File: src/rtl/pc_pkg.sv
// Shared types and defaults for the program counter slice.
// Optional feature macro: PC_STALL_EN (adds the stall hold input).
package pc_pkg;

  localparam int PC_WIDTH = 8;
  localparam int PC_STEP  = 1;

  typedef logic [PC_WIDTH-1:0] pc_t;

  typedef enum logic {
    PC_SRC_SEQ    = 1'b0,
    PC_SRC_BRANCH = 1'b1
  } pc_src_e;

  localparam pc_t PC_RESET_VECTOR = 8'h00;

endpackage

File: src/rtl/program_counter_if.sv
// Bus between control/branch logic and the program counter.
// Optional feature macro: PC_STALL_EN (adds the stall signal).
interface program_counter_if
  import pc_pkg::*;
#(
  parameter int WIDTH = PC_WIDTH
);

  logic [WIDTH-1:0] immediate;
  logic             PCSrc;
`ifdef PC_STALL_EN
  logic             stall;
`endif
  logic [WIDTH-1:0] pc;

  // Control side: drives next-PC controls, observes the current PC.
  modport master (
    output immediate,
    output PCSrc,
`ifdef PC_STALL_EN
    output stall,
`endif
    input  pc
  );

  // Program counter side.
  modport slave (
    input  immediate,
    input  PCSrc,
`ifdef PC_STALL_EN
    input  stall,
`endif
    output pc
  );

endinterface

File: src/rtl/pc_next_logic.sv
// Combinational next-PC computation: sequential and PC-relative adders
// plus the select mux. All sums wrap modulo 2^WIDTH.
module pc_next_logic
  import pc_pkg::*;
#(
  parameter int WIDTH = PC_WIDTH,
  parameter int STEP  = PC_STEP
) (
  input  logic [WIDTH-1:0] pc,
  input  logic [WIDTH-1:0] immediate,
  input  logic             PCSrc,
  output logic [WIDTH-1:0] pc_next
);

  logic [WIDTH-1:0] w_pc_seq;
  logic [WIDTH-1:0] w_pc_branch;

  // Two's-complement add of the offset is the same bit pattern as an
  // unsigned add, so negative offsets move backward with carry dropped.
  assign w_pc_seq    = pc + WIDTH'(STEP);
  assign w_pc_branch = pc + immediate;

  // Select the next address from the branch decision.
  always_comb begin
    pc_next = w_pc_seq;
    case (pc_src_e'(PCSrc))
      PC_SRC_SEQ:    pc_next = w_pc_seq;
      PC_SRC_BRANCH: pc_next = w_pc_branch;
      default:       pc_next = w_pc_seq;
    endcase
  end

endmodule

File: src/rtl/program_counter.sv
// Program counter register of the single-cycle datapath.
// Optional feature macro: PC_STALL_EN (stall = 1 holds pc; reset wins).
module program_counter
  import pc_pkg::*;
#(
  parameter int               WIDTH        = PC_WIDTH,
  parameter int               STEP         = PC_STEP,
  parameter logic [WIDTH-1:0] RESET_VECTOR = WIDTH'(PC_RESET_VECTOR)
) (
  input  logic               CLK,
  input  logic               reset,
  program_counter_if.slave   bus
);

  logic [WIDTH-1:0] r_pc;
  logic [WIDTH-1:0] w_pc_next;

  pc_next_logic #(
    .WIDTH (WIDTH),
    .STEP  (STEP)
  ) u_pc_next_logic (
    .pc        (r_pc),
    .immediate (bus.immediate),
    .PCSrc     (bus.PCSrc),
    .pc_next   (w_pc_next)
  );

  // PC register: async active-low reset, otherwise load next PC each edge.
  always_ff @(posedge CLK or negedge reset) begin
    if (!reset) begin
      r_pc <= RESET_VECTOR;
    end else begin
`ifdef PC_STALL_EN
      if (bus.stall) begin
        r_pc <= r_pc;
      end else begin
        r_pc <= w_pc_next;
      end
`else
      r_pc <= w_pc_next;
`endif
    end
  end

  // Output straight from the flop so pc has no combinational path.
  assign bus.pc = r_pc;

endmodule

File: src/flat_wrapper.sv
// flat-port wrapper written by rule: the top's interface ports become plain ports
module program_counter_flat import pc_pkg::*;
#(
  parameter int               WIDTH        = PC_WIDTH,
  parameter int               STEP         = PC_STEP,
  parameter logic [WIDTH-1:0] RESET_VECTOR = WIDTH'(PC_RESET_VECTOR)
)
  (CLK, reset, bus_immediate, bus_PCSrc, bus_pc);
  program_counter_if #(.WIDTH(WIDTH)) bus_i ();
  input  logic CLK;
  input  logic reset;
  input wire logic [$bits(bus_i.immediate)-1:0] bus_immediate;
  input wire logic [$bits(bus_i.PCSrc)-1:0] bus_PCSrc;
  output wire logic [$bits(bus_i.pc)-1:0] bus_pc;
  assign bus_i.immediate = bus_immediate;
  assign bus_i.PCSrc = bus_PCSrc;
  assign bus_pc = bus_i.pc;
  program_counter #(.WIDTH(WIDTH), .STEP(STEP), .RESET_VECTOR(RESET_VECTOR)) u_core (.CLK(CLK), .reset(reset), .bus(bus_i));
endmodule
File: config.mk
export PLATFORM = sky130hd
export DESIGN_NAME = program_counter_flat
export DESIGN_NICKNAME = d
export VERILOG_FILES = /design/src/rtl/pc_pkg.sv /design/src/rtl/program_counter_if.sv /design/src/rtl/pc_next_logic.sv /design/src/rtl/program_counter.sv /design/src/flat_wrapper.sv
export SDC_FILE = /design/constraint.sdc
export NUM_CORES = 1
export LEC_CHECK = 0
export CELL_PAD_IN_SITES_DETAIL_PLACEMENT = 0
export CELL_PAD_IN_SITES_GLOBAL_PLACEMENT = 1
export CORE_MARGIN = 5
export CORE_UTILIZATION = 28
export CTS_CLUSTER_SIZE = 24
export DETAILED_ROUTE_END_ITERATION = 8
export PLACE_DENSITY = 0.82
export SYNTH_ARGS = -nofsm -noshare
export SYNTH_HDL_FRONTEND = slang
export SYNTH_SLANG_ARGS = --single-unit
File: constraint.sdc
create_clock -name CLK -period 1.5 [get_ports CLK]
set_input_delay 0.3 -clock CLK [delete_from_list [all_inputs] [get_ports CLK]]
set_output_delay 0.3 -clock CLK [all_outputs]
set_load 0.05 [all_outputs]
==> impl_metrics.toml <==
[pwr]
leakage_nw = 0.524
pwr-share-comb_pct = 75.8
switching_share_pct = 42.4
finalPower_mw = 2.68
p_sw_mw = 1.14
internal-power_mw = 1.54
ir_worst_vdd_mv = 1.11
clkPwrFrac_pct = 7.2
cellPowerDensity_mw_per_mm2 = 2400
power_frac_seq_pct = 17.0

[final_layout]
drive_gt1_share_pct = 55.3
num_antenna_cells = 0
fill_cells = 163
largest_reg_flops = 8
area_growth_pct = 104
final_core_util_pct = 58.6
nNetsFinal = 114
instances_no_fill = 121

[logic_synthesis]
synthCells = 55
synth-edff-count = 0
netlist_top_cells_count = "dfrtp_1, ha_1, a21oi_1, and2_1, inv_1"
yosys.area.top_type = "dfrtp_1"
netlist.area_leader.share_pct = 36.6
synth.most_common_cell = "dfrtp_1"
syn-cell-area_um2 = 547
yosys_warnings = 0
yosysSeqAreaShare_pct = 36.6
postSynth.asyncResetShare_pct = 100
syn-num-nets = 74
ys_dominant_reg_cell = "dfrtp_1"
synth_top_cells_by_area = "dfrtp_1, ha_1, xnor2_1"
netlist-cell-type-count = 23
ys_ff_latch = 8
synth.avg_cell_area_um2 = 9.94

[status]
status = "finished with violations"
violations = "negative setup slack"

[global_route]
grt_max_degree = 9
antenna_found_initial = 0
overflow = 0
grt_usage_pct = 11.6
grt_pass1_vias = 600
grt_pass1_wl_um = 2400

[placement]
dp_hpwl_um = 1150
place.gp.congestion = 0.825
dp.cells = 115
portBuffers = 18

[sta]
fin_skew_ps = 4.17
slew_headroom_pct = 73.1
rsz0062_at_grt = "yes"
hold_viol_final = 0
slew_viol_final = 0
fin_crit_ps = 1670
timing.final.ws_setup_ps = -173
period_share_pct = 112
setup_viol = 1
setup_tns_ps = -173
max_freq_mhz = 598
worst_slew_pin_slew_ps = 402
fin_hold_ws_ps = 330

[detailed_routing]
drt_wl_total_um = 1500
first_pass_iters = 4
drt_iter0_drc = 10
viasPerCell = 4.49
route.detailed.drc = 0
vias = 543
postRouteAntennaNets = 0
post_drt_wl_per_cell_um = 12.4

[clock_network]
cts_num_sinks = 8
clk_pin_slew_ps = 70
numCtsBuffers = 3
cts_tree = "yes"
cts_root_buf = "clkbuf_4"
clk_latency_ps = 260
htree_levels = 1
clock_path_buffers = 2

[floorplan]
dieHeight_um = 54.2
fp.coreArea_mm2 = 0.00190
io_pins = 19
rows = 16
die_w_um = 54.2
die_area_mm2 = 0.00294
start_util_pct = 28.7

[worst_setup_path]
timing.reg2reg.setup_slack_ps = -170
reg2reg_depth = 7
crit_fanout = 2
cp.required_ps = 1700
criticalPathCategory = "reg -> reg"
crit-reg2reg-launch = "u_core.bus.pc[0]"
start_kind = "flop"
reg2reg_to = "u_core.bus.pc[6]"
cp-end-kind = "flop"
cp.arrival_ps = 1870

[min_path]
holdCritPathClass = "in -> async"

[run]
maxCapViolCount = 0
-- critical path, stage by stage, from the launching register on --
cell and delay (ps):
dfrtp_2 420, ha_4 170, inv_2 50, fa_2 220
nor2b_4 40, o31a_1 240, or4_1 390, nand3_1 80
-- per-stage QoR --
stage                     worst slack [ps]  area, um^2
after floorplan                       -295         582
after global routing                  -258        1110
after CTS                             -179        1080
final                                 -173        1110
after detailed placement              -735         988
after global placement                -718         988
-- how the worst max path moves through the flow --
stage / cells after the start / to / slack (ps) / from
global route: 7 / u_core.bus.pc[6] / -260 / u_core.bus.pc[0]
global placement: 9 / u_core.bus.pc[6] / -720 / bus_PCSrc
finish: 7 / u_core.bus.pc[6] / -170 / u_core.bus.pc[0]
CTS: 7 / u_core.bus.pc[6] / -180 / u_core.bus.pc[0]
detailed placement: 9 / u_core.bus.pc[6] / -740 / bus_PCSrc
floorplan: 7 / u_core.bus.pc[6] / -290 / u_core.bus.pc[0]
-- power groups by stage --
| stage | Combinational, mW | Clock, mW | Sequential [mW] |
|---|---|---|---|
| 2_1_floorplan | 0.533 | 0 | 0.827 |
| 3_3_place_gp | 1.81 | 0 | 0.442 |
| 3_5_place_dp | 1.82 | 0 | 0.451 |
| 4_1_cts | 1.96 | 0.200 | 0.456 |
| 5_1_grt | 2.17 | 0.208 | 0.473 |
| 6_report | 2.03 | 0.193 | 0.456 |
-- layout by cell type, fill, tap and decap left out, types with 3 or more instances in the layout --
cell type	instances
buf_12	8
ha_1	3
inv_1	4
xnor2_1	3
clkbuf_4	3
a21oi_1	3
ha_4	4
dlygate4sd2_1	5
buf_6	3
buf_4	15
dfrtp_2	6
and2_4	3
-- layer usage --
metal	up-vias	global-route usage, %	part of all wire [%]
met5	-	0	0
met4	0	5.81	0
met3	0	3.05	7.4
met2	15	20.5	54
met1	259	12.5	39
li1	269	-	-
-- area by class of cell --
class	count	area [um^2]	area share (%)
Multi-Input combinational cell	42	433	38.8
Timing Repair Buffer	35	395	35.5
Sequential cell	8	208	18.6
Clock buffer	4	26.3	2.36
Inverter	5	18.8	1.68
Tap cell	27	33.8	3.03
-- kinds of logic (layout without fill, tap and decap cells) --
logic type / after synthesis / count (layout) / synth area share [%]
and+or+nand+nor: 18 / 18 / 19.9
AOI/OAI and AO/OA: 11 / 11 / 12.4
adders and majority gates: 8 / 8 / 19.7
DFF: 8 / 8 / 36.6
xor gates and xnor gates: 5 / 5 / 8.01
buffers and inverters: 5 / 44 / 3.43
-- what timing repair did --
item / 4_1_cts / 5_1_grt
endpoints found under the setup margin: 7 / 4
resized for setup: 21 / 7
buffers inserted: 2 / 0
pin swaps: 14 / 4
hold buffers: 0 / 0
(Power assumes the default switching activity.)
